===== src/rtl/corr_sample_loader_if.sv =====
// Handshake, read-port and status bundle between the correlator sample loader
// and its producer/consumer. The master drives the inputs; the slave is the loader.
interface corr_sample_loader_if #(
    parameter int DATA_W = 4,
    parameter int ADDR_W = 3
);
    logic              load_start;
    logic [1:0]        n_sel;
    logic              in_valid;
    logic [DATA_W-1:0] in_a;
    logic [DATA_W-1:0] in_b;
    logic              in_ready;
    logic [ADDR_W-1:0] rd_addr;
    logic [DATA_W-1:0] rd_a;
    logic [DATA_W-1:0] rd_b;
    logic              buf_ready;
    logic [ADDR_W:0]   fill_count;
    logic [ADDR_W:0]   n_target;
    logic              ovf_err;

    modport master (
        output load_start, n_sel, in_valid, in_a, in_b, rd_addr,
        input  in_ready, rd_a, rd_b, buf_ready, fill_count, n_target, ovf_err
    );

    modport slave (
        input  load_start, n_sel, in_valid, in_a, in_b, rd_addr,
        output in_ready, rd_a, rd_b, buf_ready, fill_count, n_target, ovf_err
    );
endinterface


===== src/rtl/corr_sample_loader.sv =====
// Writer side of the correlator A/B sample store: loads n_target sample pairs
// over valid/ready, then freezes them behind buf_ready with a registered read port.
module corr_sample_loader #(
    parameter int DATA_W = 4,
    parameter int DEPTH  = 8,
    parameter int ADDR_W = 3
) (
    input logic                clk,
    input logic                reset,
    corr_sample_loader_if.slave bus
);

    typedef enum logic [1:0] {
        ST_IDLE  = 2'd0,
        ST_LOAD  = 2'd1,
        ST_READY = 2'd2
    } state_t;

    state_t            state_r;
    logic [ADDR_W:0]   fill_count_r;
    logic [ADDR_W:0]   n_target_r;
    logic              buf_ready_r;
    logic              ovf_err_r;
    logic [DEPTH-1:0]  valid_r;
    logic [DATA_W-1:0] rd_a_r;
    logic [DATA_W-1:0] rd_b_r;
    logic [DATA_W-1:0] mem_a_r [DEPTH];
    logic [DATA_W-1:0] mem_b_r [DEPTH];

    logic              in_ready_s;
    logic              xfer_s;
    logic              ovf_hit_s;
    logic [ADDR_W-1:0] wr_addr_s;
    logic [ADDR_W:0]   fill_next_s;

    // Target count 1/2/4/8, clipped to the buffer depth.
    function automatic logic [ADDR_W:0] decode_n(input logic [1:0] sel);
        logic [31:0] n_v;
        n_v = 32'd1 << sel;
        if (n_v > 32'(DEPTH)) begin
            n_v = 32'(DEPTH);
        end else begin
            n_v = n_v;
        end
        return n_v[ADDR_W:0];
    endfunction

    // Handshake decode; a load_start cycle never accepts a pair.
    always_comb begin
        in_ready_s  = 1'b0;
        if ((state_r == ST_LOAD) && !bus.load_start) begin
            in_ready_s = 1'b1;
        end else begin
            in_ready_s = 1'b0;
        end
        xfer_s      = in_ready_s && bus.in_valid;
        ovf_hit_s   = bus.in_valid && !in_ready_s;
        wr_addr_s   = fill_count_r[ADDR_W-1:0];
        fill_next_s = fill_count_r + {{ADDR_W{1'b0}}, 1'b1};
    end

    // Load control FSM with fill/target/status registers and per-entry valid bits.
    always_ff @(posedge clk or negedge reset) begin
        if (!reset) begin
            state_r      <= ST_IDLE;
            fill_count_r <= '0;
            n_target_r   <= '0;
            buf_ready_r  <= 1'b0;
            ovf_err_r    <= 1'b0;
            valid_r      <= '0;
        end else begin
            // A pair offered alongside load_start still counts as an overflow.
            if (ovf_hit_s) begin
                ovf_err_r <= 1'b1;
            end else if (bus.load_start) begin
                ovf_err_r <= 1'b0;
            end else begin
                ovf_err_r <= ovf_err_r;
            end

            if (bus.load_start) begin
                state_r      <= ST_LOAD;
                fill_count_r <= '0;
                valid_r      <= '0;
                n_target_r   <= decode_n(bus.n_sel);
                buf_ready_r  <= 1'b0;
            end else begin
                case (state_r)
                    ST_IDLE: begin
                        state_r <= ST_IDLE;
                    end
                    ST_LOAD: begin
                        if (xfer_s) begin
                            valid_r[wr_addr_s] <= 1'b1;
                            fill_count_r       <= fill_next_s;
                            if (fill_next_s == n_target_r) begin
                                state_r     <= ST_READY;
                                buf_ready_r <= 1'b1;
                            end
                        end
                    end
                    ST_READY: begin
                        state_r <= ST_READY;
                    end
                    default: begin
                        state_r     <= ST_IDLE;
                        buf_ready_r <= 1'b0;
                    end
                endcase
            end
        end
    end

    // Sample storage; contents are only visible through the valid bits.
    always_ff @(posedge clk) begin
        if (xfer_s) begin
            mem_a_r[wr_addr_s] <= bus.in_a;
            mem_b_r[wr_addr_s] <= bus.in_b;
        end
    end

    // Registered read port; same-address write in this cycle returns the old entry.
    always_ff @(posedge clk or negedge reset) begin
        if (!reset) begin
            rd_a_r <= '0;
            rd_b_r <= '0;
        end else if (valid_r[bus.rd_addr]) begin
            rd_a_r <= mem_a_r[bus.rd_addr];
            rd_b_r <= mem_b_r[bus.rd_addr];
        end else begin
            rd_a_r <= '0;
            rd_b_r <= '0;
        end
    end

    assign bus.in_ready   = in_ready_s;
    assign bus.rd_a       = rd_a_r;
    assign bus.rd_b       = rd_b_r;
    assign bus.buf_ready  = buf_ready_r;
    assign bus.fill_count = fill_count_r;
    assign bus.n_target   = n_target_r;
    assign bus.ovf_err    = ovf_err_r;

endmodule

===== src/flat_wrapper.sv =====
// flat-port wrapper written by rule: the top's interface ports become plain ports
module corr_sample_loader_flat 
#(
    parameter int DATA_W = 4,
    parameter int DEPTH  = 8,
    parameter int ADDR_W = 3
)
  (clk, reset, bus_load_start, bus_n_sel, bus_in_valid, bus_in_a, bus_in_b, bus_rd_addr, bus_in_ready, bus_rd_a, bus_rd_b, bus_buf_ready, bus_fill_count, bus_n_target, bus_ovf_err);
  corr_sample_loader_if #(.DATA_W(DATA_W), .ADDR_W(ADDR_W)) bus_i ();
  input logic clk;
  input logic reset;
  input wire logic [$bits(bus_i.load_start)-1:0] bus_load_start;
  input wire logic [$bits(bus_i.n_sel)-1:0] bus_n_sel;
  input wire logic [$bits(bus_i.in_valid)-1:0] bus_in_valid;
  input wire logic [$bits(bus_i.in_a)-1:0] bus_in_a;
  input wire logic [$bits(bus_i.in_b)-1:0] bus_in_b;
  input wire logic [$bits(bus_i.rd_addr)-1:0] bus_rd_addr;
  output wire logic [$bits(bus_i.in_ready)-1:0] bus_in_ready;
  output wire logic [$bits(bus_i.rd_a)-1:0] bus_rd_a;
  output wire logic [$bits(bus_i.rd_b)-1:0] bus_rd_b;
  output wire logic [$bits(bus_i.buf_ready)-1:0] bus_buf_ready;
  output wire logic [$bits(bus_i.fill_count)-1:0] bus_fill_count;
  output wire logic [$bits(bus_i.n_target)-1:0] bus_n_target;
  output wire logic [$bits(bus_i.ovf_err)-1:0] bus_ovf_err;
  assign bus_i.load_start = bus_load_start;
  assign bus_i.n_sel = bus_n_sel;
  assign bus_i.in_valid = bus_in_valid;
  assign bus_i.in_a = bus_in_a;
  assign bus_i.in_b = bus_in_b;
  assign bus_i.rd_addr = bus_rd_addr;
  assign bus_in_ready = bus_i.in_ready;
  assign bus_rd_a = bus_i.rd_a;
  assign bus_rd_b = bus_i.rd_b;
  assign bus_buf_ready = bus_i.buf_ready;
  assign bus_fill_count = bus_i.fill_count;
  assign bus_n_target = bus_i.n_target;
  assign bus_ovf_err = bus_i.ovf_err;
  corr_sample_loader #(.DATA_W(DATA_W), .DEPTH(DEPTH), .ADDR_W(ADDR_W)) u_core (.clk(clk), .reset(reset), .bus(bus_i));
endmodule

===== config.mk =====
export PLATFORM = sky130hd
export DESIGN_NAME = corr_sample_loader_flat
export DESIGN_NICKNAME = d
export VERILOG_FILES = /design/src/rtl/corr_sample_loader_if.sv /design/src/rtl/corr_sample_loader.sv /design/src/flat_wrapper.sv
export SDC_FILE = /design/constraint.sdc
export NUM_CORES = 1
export LEC_CHECK = 0
export CORE_AREA = 2 2 89 91
export DETAILED_ROUTE_END_ITERATION = 16
export DIE_AREA = 0 0 91 93
export PLACE_DENSITY = 0.74
export SETUP_SLACK_MARGIN = 0.2
export SLEW_MARGIN = 10
export SYNTH_ARGS = -nofsm -noshare
export SYNTH_HDL_FRONTEND = slang
export SYNTH_SLANG_ARGS = --single-unit

===== constraint.sdc =====
create_clock -name clk -period 2 [get_ports clk]
set_input_delay 0.4 -clock clk [delete_from_list [all_inputs] [get_ports clk]]
set_output_delay 0.4 -clock clk [all_outputs]
set_load 0.005 [all_outputs]

==> results of run 1 <==
worst register-to-register path, stage by stage, from the launching register on:
cell     delay [ns]
dfrtp_1        0.40
inv_2          0.08
ha_4           0.14
nand2_2        0.07
or3_4          0.37
nor3_4         0.21
buf_12         0.16
through the flow:
stage | hold WS (ns) | TNS [ns] | cell area (µm²)
2_1_floorplan | 0.104 | 0 | 3790
3_3_place_gp | 0.473 | -0.783 | 4460
3_5_place_dp | 0.476 | -0.821 | 4460
4_1_cts | 0.435 | 0 | 4700
5_1_grt | 0.457 | 0 | 4730
6_report | 0.439 | 0 | 4730
logic make-up after synthesis:
group                      after synthesis
buffers and inverters                   28
muxes                                   21
DFF                                     92
and+or+nand+nor                         54
xor gates and xnor gates                 7
AOI/OAI and AO/OA                       27
adders and majority gates                4
routing by layer:
layer  global-route usage [%]  wire [µm]
met1                     26.7       3440
met2                     27.5       3440
met5                        0          0
met4                     6.57         75
met3                     4.59        303
Yosys cell counts:
cell type / n
edfxtp_1: 64
dfrtp_1: 28
nor2_1: 20
inv_1: 16
nand3_1: 12
mux4_2: 9
a21oi_1: 8
mux4_1: 8
o31ai_1: 8
nand2_1: 6
clkbuf_1: 5
ha_1: 4
nand2b_1: 4
nor3_1: 4
o21ai_0: 4
xor2_1: 4
nor2b_1: 3
o22ai_1: 3
buf_1: 2
buf_2: 2
mux2_2: 2
mux2i_1: 2
or3_1: 2
xnor2_1: 2
a31oi_1: 1
buf_12: 1
buf_4: 1
buf_6: 1
nand3b_1: 1
nand4_1: 1
nor3b_1: 1
o211ai_1: 1
o21ai_2: 1
o22a_1: 1
xnor3_1: 1
cell type report:
type | count | area [µm²] | area share [%]
Sequential cell | 92 | 2620 | 55.5
Multi-Input combinational cell | 113 | 1050 | 22.3
Timing Repair Buffer | 70 | 641 | 13.6
Clock buffer | 10 | 128 | 2.70
Tap cell | 102 | 128 | 2.70
Clock inverter | 6 | 96.3 | 2.04
Inverter | 16 | 60.1 | 1.27
state kept, by name, summed over array words and instances, names as in the netlist:
name	cells
u_core.valid_r	8
u_core.bus.fill_count	4
u_core.bus.buf_ready	1
u_core.bus.rd_b	4
u_core.mem_b_r	32
u_core.bus.rd_a	4
u_core.state_r	2
u_core.bus.ovf_err	1
u_core.mem_a_r	32
u_core.bus.n_target	4
path summary, 6_finish.rpt:
| kind | end | start | cells after the start |
|---|---|---|---|
| min reg2reg | u_core.bus.buf_ready | u_core.bus.buf_ready | 1 |
| max in group asynchronous | u_core.bus.rd_a[2] | reset | 2 |
| max reg2reg | u_core.mem_b_r[0][0] | u_core.state_r[1] | 6 |
| min | u_core.bus.rd_a[0] | reset | 2 |
| min in group clk | u_core.bus.buf_ready | u_core.bus.buf_ready | 1 |
| max | bus_in_ready | u_core.state_r[1] | 4 |
what timing repair did:
action                                  CTS  global route
buffers inserted                          1             2
gates resized for setup                   7             5
endpoints found under the setup margin   18            22
pin swaps                                 0             1
power groups by stage:
stage               registers (µW)  logic, µW  clock network, µW
floorplan                     2190        293                  0
global placement              2190        561                  0
detailed placement            2190        573                  0
CTS                           2150        589               1420
global route                  2160        666               1500
finish                        2150        614               1390
==> impl_results.md, run 1 <==
- Dominant cell type by area after synthesis: edfxtp_1
- Max Clock Skew: 0.0129 ns
- CP max-delay cell: dfrtp_1
- CTS root buf: clkbuf_8
- H-tree levels: 3
- Peak VDD IR: 0.000531 V
- Antenna-violating nets left: 0
- Sequential share of the synthesized area: 69.7%
- Total gr overflow: 0
- CTS tree: built
- Area delta synth->final: 25.6%
- Synth Area in Compound Gates: 4.52%
- Switching power: 1000 µW
- Top Ports: 36
- R2r setup slk: 0.28 ns
- Core area: 7530 µm²
- Fin util: 62.8%
- Syn Nets: 254
- DR vias: 2,184
- Combinational power share: 14.8%
- Max Cap Viol: 0
- Post-synth design cell area: 3760 µm²
- Setup slack at placement: -0.0656 ns
- Commonest non-fill, non-tap cells in the layout: edfxtp_1, clkdlybuf4s50_1, buf_4
- # port buffers: 35
- Worst Path Required: 1.60 ns
- Non-filler cells, final: 409
- Skew-Pair Late Insertion Delay: 0.36 ns
- Pwr/cell area: 880 nW/µm²
- Yosys reg bits: 92
- Hold Crit Class: input port to asynchronous set/reset pin
- TritonCTS Buffers: 9
- Clock power share: 33.5%
- RSZ-0062 raised after global routing: false
- Post-Synth Simple-Gate Area: 6.78%
- Int Pwr: 3160 µW
- Status: finished, final reports clean
- Flop pwr share: 51.8%
- CP Max Fanout: 3
- Cell count after synthesis: 233
- Worst slew pin tran: 0.586 ns
- Fill cell count: 562
- Critical Path Max Stage Delay: 0.40 ns
- Endpoints failing hold: 0
- Crit. End Element: output port
- Row count: 32
- 1st-iter DRT viols: 148
- Post-route DRC: 0
- Die Width: 91 µm
- Crit start category: register
- Global-route wire length before repair: 11.4 mm
- WL/cell: 17.8 µm
- ANT cells: 0
- # hold bufs at CTS: 0
- Share of cells above drive strength 1: 23.5%
- Nets: 323
- Slew Limit Fails: 0
- Pre-antenna DRT Iters: 4
- Total power: 4160 µW
- Switching Fraction: 24.1%
- Cell variety after synth: 35
- Highest clock rate: 0.574 GHz
- CP cell instances: inv_2 > ha_4 > nor2b_2 > clkdlybuf4s15_1
- Most common cell after layout, fill and taps aside: edfxtp_1
- Cell family with the largest share of critical-path delay: flip-flops
- Yosys warning count: 0
- Post-Synth Adder-Cell Area: 1.33%
- Via density: 5.34
- Largest net degree at the start of global routing: 29
- Dominant cells by area after synthesis: edfxtp_1, dfrtp_1, mux4_1
- Mux share of post-synthesis cell area: 12.1%
- Final setup vio count: 0
- CP Buf/Inv Count: 2
- Kind of critical path: register to output port
- GPL Wtd Cong: 0.822
- Placed cells: 390
- Vias in the first global route: 2,115
- Post-Synth XOR/XNOR Area: 1.99%
- Final min period: 1.74 ns
- Die area: 8460 µm²
- Lkg Pwr: 0.00182 µW
- Tcrit/Tclk final: 87.2%
- Syn avg cell area: 16.2 µm²
- Die H: 93 µm
- Post-DP HPWL: 4.78 mm
- Relative slew slack: 60.8%
- Initial Util: 50.0%
- Crit path arrival time: 1.34 ns
- Clock Tree Buf Depth: 2
- Top cell type's share of synthesized area: 51.1%
- Initial antenna violation count: 0
- Clk sink count: 92
- GRT Total Usage: 18.4%
- Clk slew on worst S/H paths: 0.10 ns
- Final wirelength: 7.26 mm
- Worst Slack Setup Final: 0.257 ns
- Largest family of logic cells by synthesized area: multiplexers
Note: power is estimated with default switching activity, not from simulation.
==> run 2, diff against run 1 <==
- CORE_AREA: 2 2 89 91 -> 2 2 86 88
- DIE_AREA: 0 0 91 93 -> 0 0 88 90
- DONT_BUFFER_PORTS: not set -> 1
- PLACE_DENSITY: 0.74 -> 0.72
==> run 2 against run 1 <==
Compared with the run above: via count shrank 10%; largest cell class unchanged; first-iteration DRC count grew 20%; sequential share of layout area rose by 6.8 points; routed wire length fell by 8.1%; final area is 11% lower; sequential power about the same; highest routed layer unchanged; non-clock buffer count shrank 54; clock skew is 0.0020 ns lower; cell count is 14% lower; register-to-register slack about the same; count of clock-buffer cells in the layout fell by 1.
==> impl_results.md, run 2 (synthesis results as in run 1) <==
- Clock Tree Buf Depth: 2 (unchanged)
- # port buffers: 0 (-100%)
- Met1 GRT Util: 27.2% (+0.44 points)
- Pwr/cell area: 892 nW/µm² (+1.4%)
- Pre-antenna DRT Iters: 4 (unchanged)
- Via density: 5.57 (+4.2%)
- Crit start category: register
- WL/cell: 19.0 µm (+6.8%)
- Combinational power share: 11.0% (-3.8 points)
- Lkg Pwr: 0.00158 µW (-13%)
- Initial Util: 53.6% (+3.6 points)
- CP Buf/Inv Count: 2 (unchanged)
- M3 GR Usage: 4.68% (+0.090 points)
- R2r setup slk: 0.28 ns (about the same)
- Nets: 269 (-17%)
- Global-route wire length before repair: 10.8 mm (-5.9%)
- Int Pwr: 2800 µW (-11%)
- ANT cells: 0 (unchanged)
- TritonCTS Buffers: 9 (unchanged)
- Slew Limit Fails: 0 (unchanged)
- Endpoints failing hold: 0 (unchanged)
- 1st-iter DRT viols: 177 (+20%)
- RSZ-0062 raised after global routing: false
- Switching power: 952 µW (-5.0%)
- Largest net degree at the start of global routing: 29 (unchanged)
- Register area: 2620 µm² (about the same)
- Worst Path Required: 1.60 ns (about the same)
- Critical Path Max Stage Delay: 0.40 ns (about the same)
- Die H: 90 µm (-3.2%)
- DR vias: 1,959 (-10%)
- Kind of critical path: register to output port
- Clock power share: 31.4% (-2.1 points)
- Switching Fraction: 25.3% (+1.2 points)
- Area of the multi-input gates: 1050 µm² (-0.12%)
- Die area: 7920 µm² (-6.4%)
- Top Ports: 36 (unchanged)
- Vias in the first global route: 2,002 (-5.3%)
- CP max-delay cell: dfrtp_1
- Hold Crit Class: input port to register
- Largest regs: u_core.mem_a_r x32, u_core.mem_b_r x32, u_core.valid_r x8
- Final wirelength: 6.67 mm (-8.1%)
- CP Max Fanout: 4 (+1)
- Most common cell after layout, fill and taps aside: edfxtp_1
- Post-route DRC: 0 (unchanged)
- Initial antenna violation count: 0 (unchanged)
- CP cell instances: inv_2 > ha_2 > buf_4 > nor2b_4
- CTS root buf: clkbuf_8
- Clk slew on worst S/H paths: 0.10 ns (about the same)
- Max Clock Skew: 0.0109 ns (-0.00196 ns)
- Status: finished, final reports clean
- Relative slew slack: 65.4% (+4.5 points)
- GRT Total Usage: 18.8% (+0.41 points)
- Row count: 31 (-3.1%)
- Post-DP HPWL: 4.20 mm (-12%)
- Cell family with the largest share of critical-path delay: flip-flops
- Flop pwr share: 57.6% (+5.8 points)
- Clk sink count: 92 (unchanged)
- Final setup vio count: 0 (unchanged)
- M2 GR Usage: 27.3% (-0.26 points)
- Total power: 3760 µW (-9.7%)
- H-tree levels: 3 (unchanged)
- Die Width: 88 µm (-3.3%)
- GPL Wtd Cong: 0.758 (-7.8%)
- Setup TNS: 0 ns (unchanged)
- Max Cap Viol: 0 (unchanged)
- Antenna-violating nets left: 0 (unchanged)
- Worst slew pin tran: 0.515 ns (-0.0701 ns)
- Crit. End Element: output port
- Area delta synth->final: 11.9%
- Peak VDD IR: 0.000609 V (+15%)
- Skew-Pair Late Insertion Delay: 0.36 ns (about the same)
- Total gr overflow: 0 (unchanged)
- Tcrit/Tclk final: 87.2% (about the same)
- Highest clock rate: 0.573 GHz (about the same)
- CTS tree: built
- Commonest non-fill, non-tap cells in the layout: edfxtp_1, dfrtp_1, nor2_1
- Core area: 7020 µm² (-6.7%)
- Final min period: 1.74 ns (+0.00139 ns)
- Crit path arrival time: 1.34 ns (about the same)
- GR peak layer: met2
- Fill cell count: 507 (-9.8%)
- Share of cells above drive strength 1: 21.7% (-1.7 points)
-- run 2: changes by cell type in the layout (fill, tap and decap cells not counted), moves of 2 or more --
| cell | before | now |
|---|---|---|
| bufinv_16 | 2 | 0 |
| buf_6 | 1 | 4 |
| clkdlybuf4s50_1 | 33 | 0 |
| clkinv_4 | 0 | 2 |
| buf_4 | 32 | 9 |
-- run 2: layout make-up --
type	instances	area share (%)
sequential	92	62.3
multi-input combinational	113	24.9
timing repair buffer	16	3.86
clock buffer	9	2.94
tap	99	2.94
clock inverter	7	1.60
inverter	16	1.43
-- run 2: timing repair --
item / CTS / global route
pin swaps: 1 / 2
resized for setup: 1 / 13
setup endpoints to repair: 9 / 43
hold endpoints to repair: 28 / 0
hold buffers: 2 / 0
buffers inserted: 1 / 1
-- run 2: final timing paths --
kind / from / endpoint / cells after the start
min in group asynchronous: reset / u_core.bus.rd_a[2] / 2
min reg2reg: u_core.valid_r[1] / u_core.valid_r[1] / 2
max reg2reg: u_core.state_r[1] / u_core.mem_a_r[1][1] / 8
max: u_core.state_r[1] / bus_in_ready / 4
max in group asynchronous: reset / u_core.bus.fill_count[0] / 2
min: bus_load_start / u_core.valid_r[0] / 1
-- run 2: metrics by stage --
step                cell area (µm²)  setup WS, ns  util [%]  std cells  hold WS, ns
floorplan                      3790        0.0901         -        233        0.104
global placement               3930         0.158      55.9        332        0.105
detailed placement             3930         0.152      55.9        332        0.105
CTS                            4170         0.183      59.4        351       0.0819
global route                   4210         0.207      60.0        352       0.0728
finish                         4210         0.255      60.0        352       0.0886
-- run 2: per-layer routing --
metal,up-vias,wire (µm)
li1,908,-
met1,996,2940
met2,47,3270
met3,8,350
met4,0,110
met5,-,0
-- run 2: power groups by stage --
stage          Combinational, µW  Clock [µW]  Sequential [µW]
6_report                     413        1180             2160
3_3_place_gp                 336           0             2200
3_5_place_dp                 342           0             2200
5_1_grt                      457        1300             2170
2_1_floorplan                293           0             2190
4_1_cts                      380        1210             2160
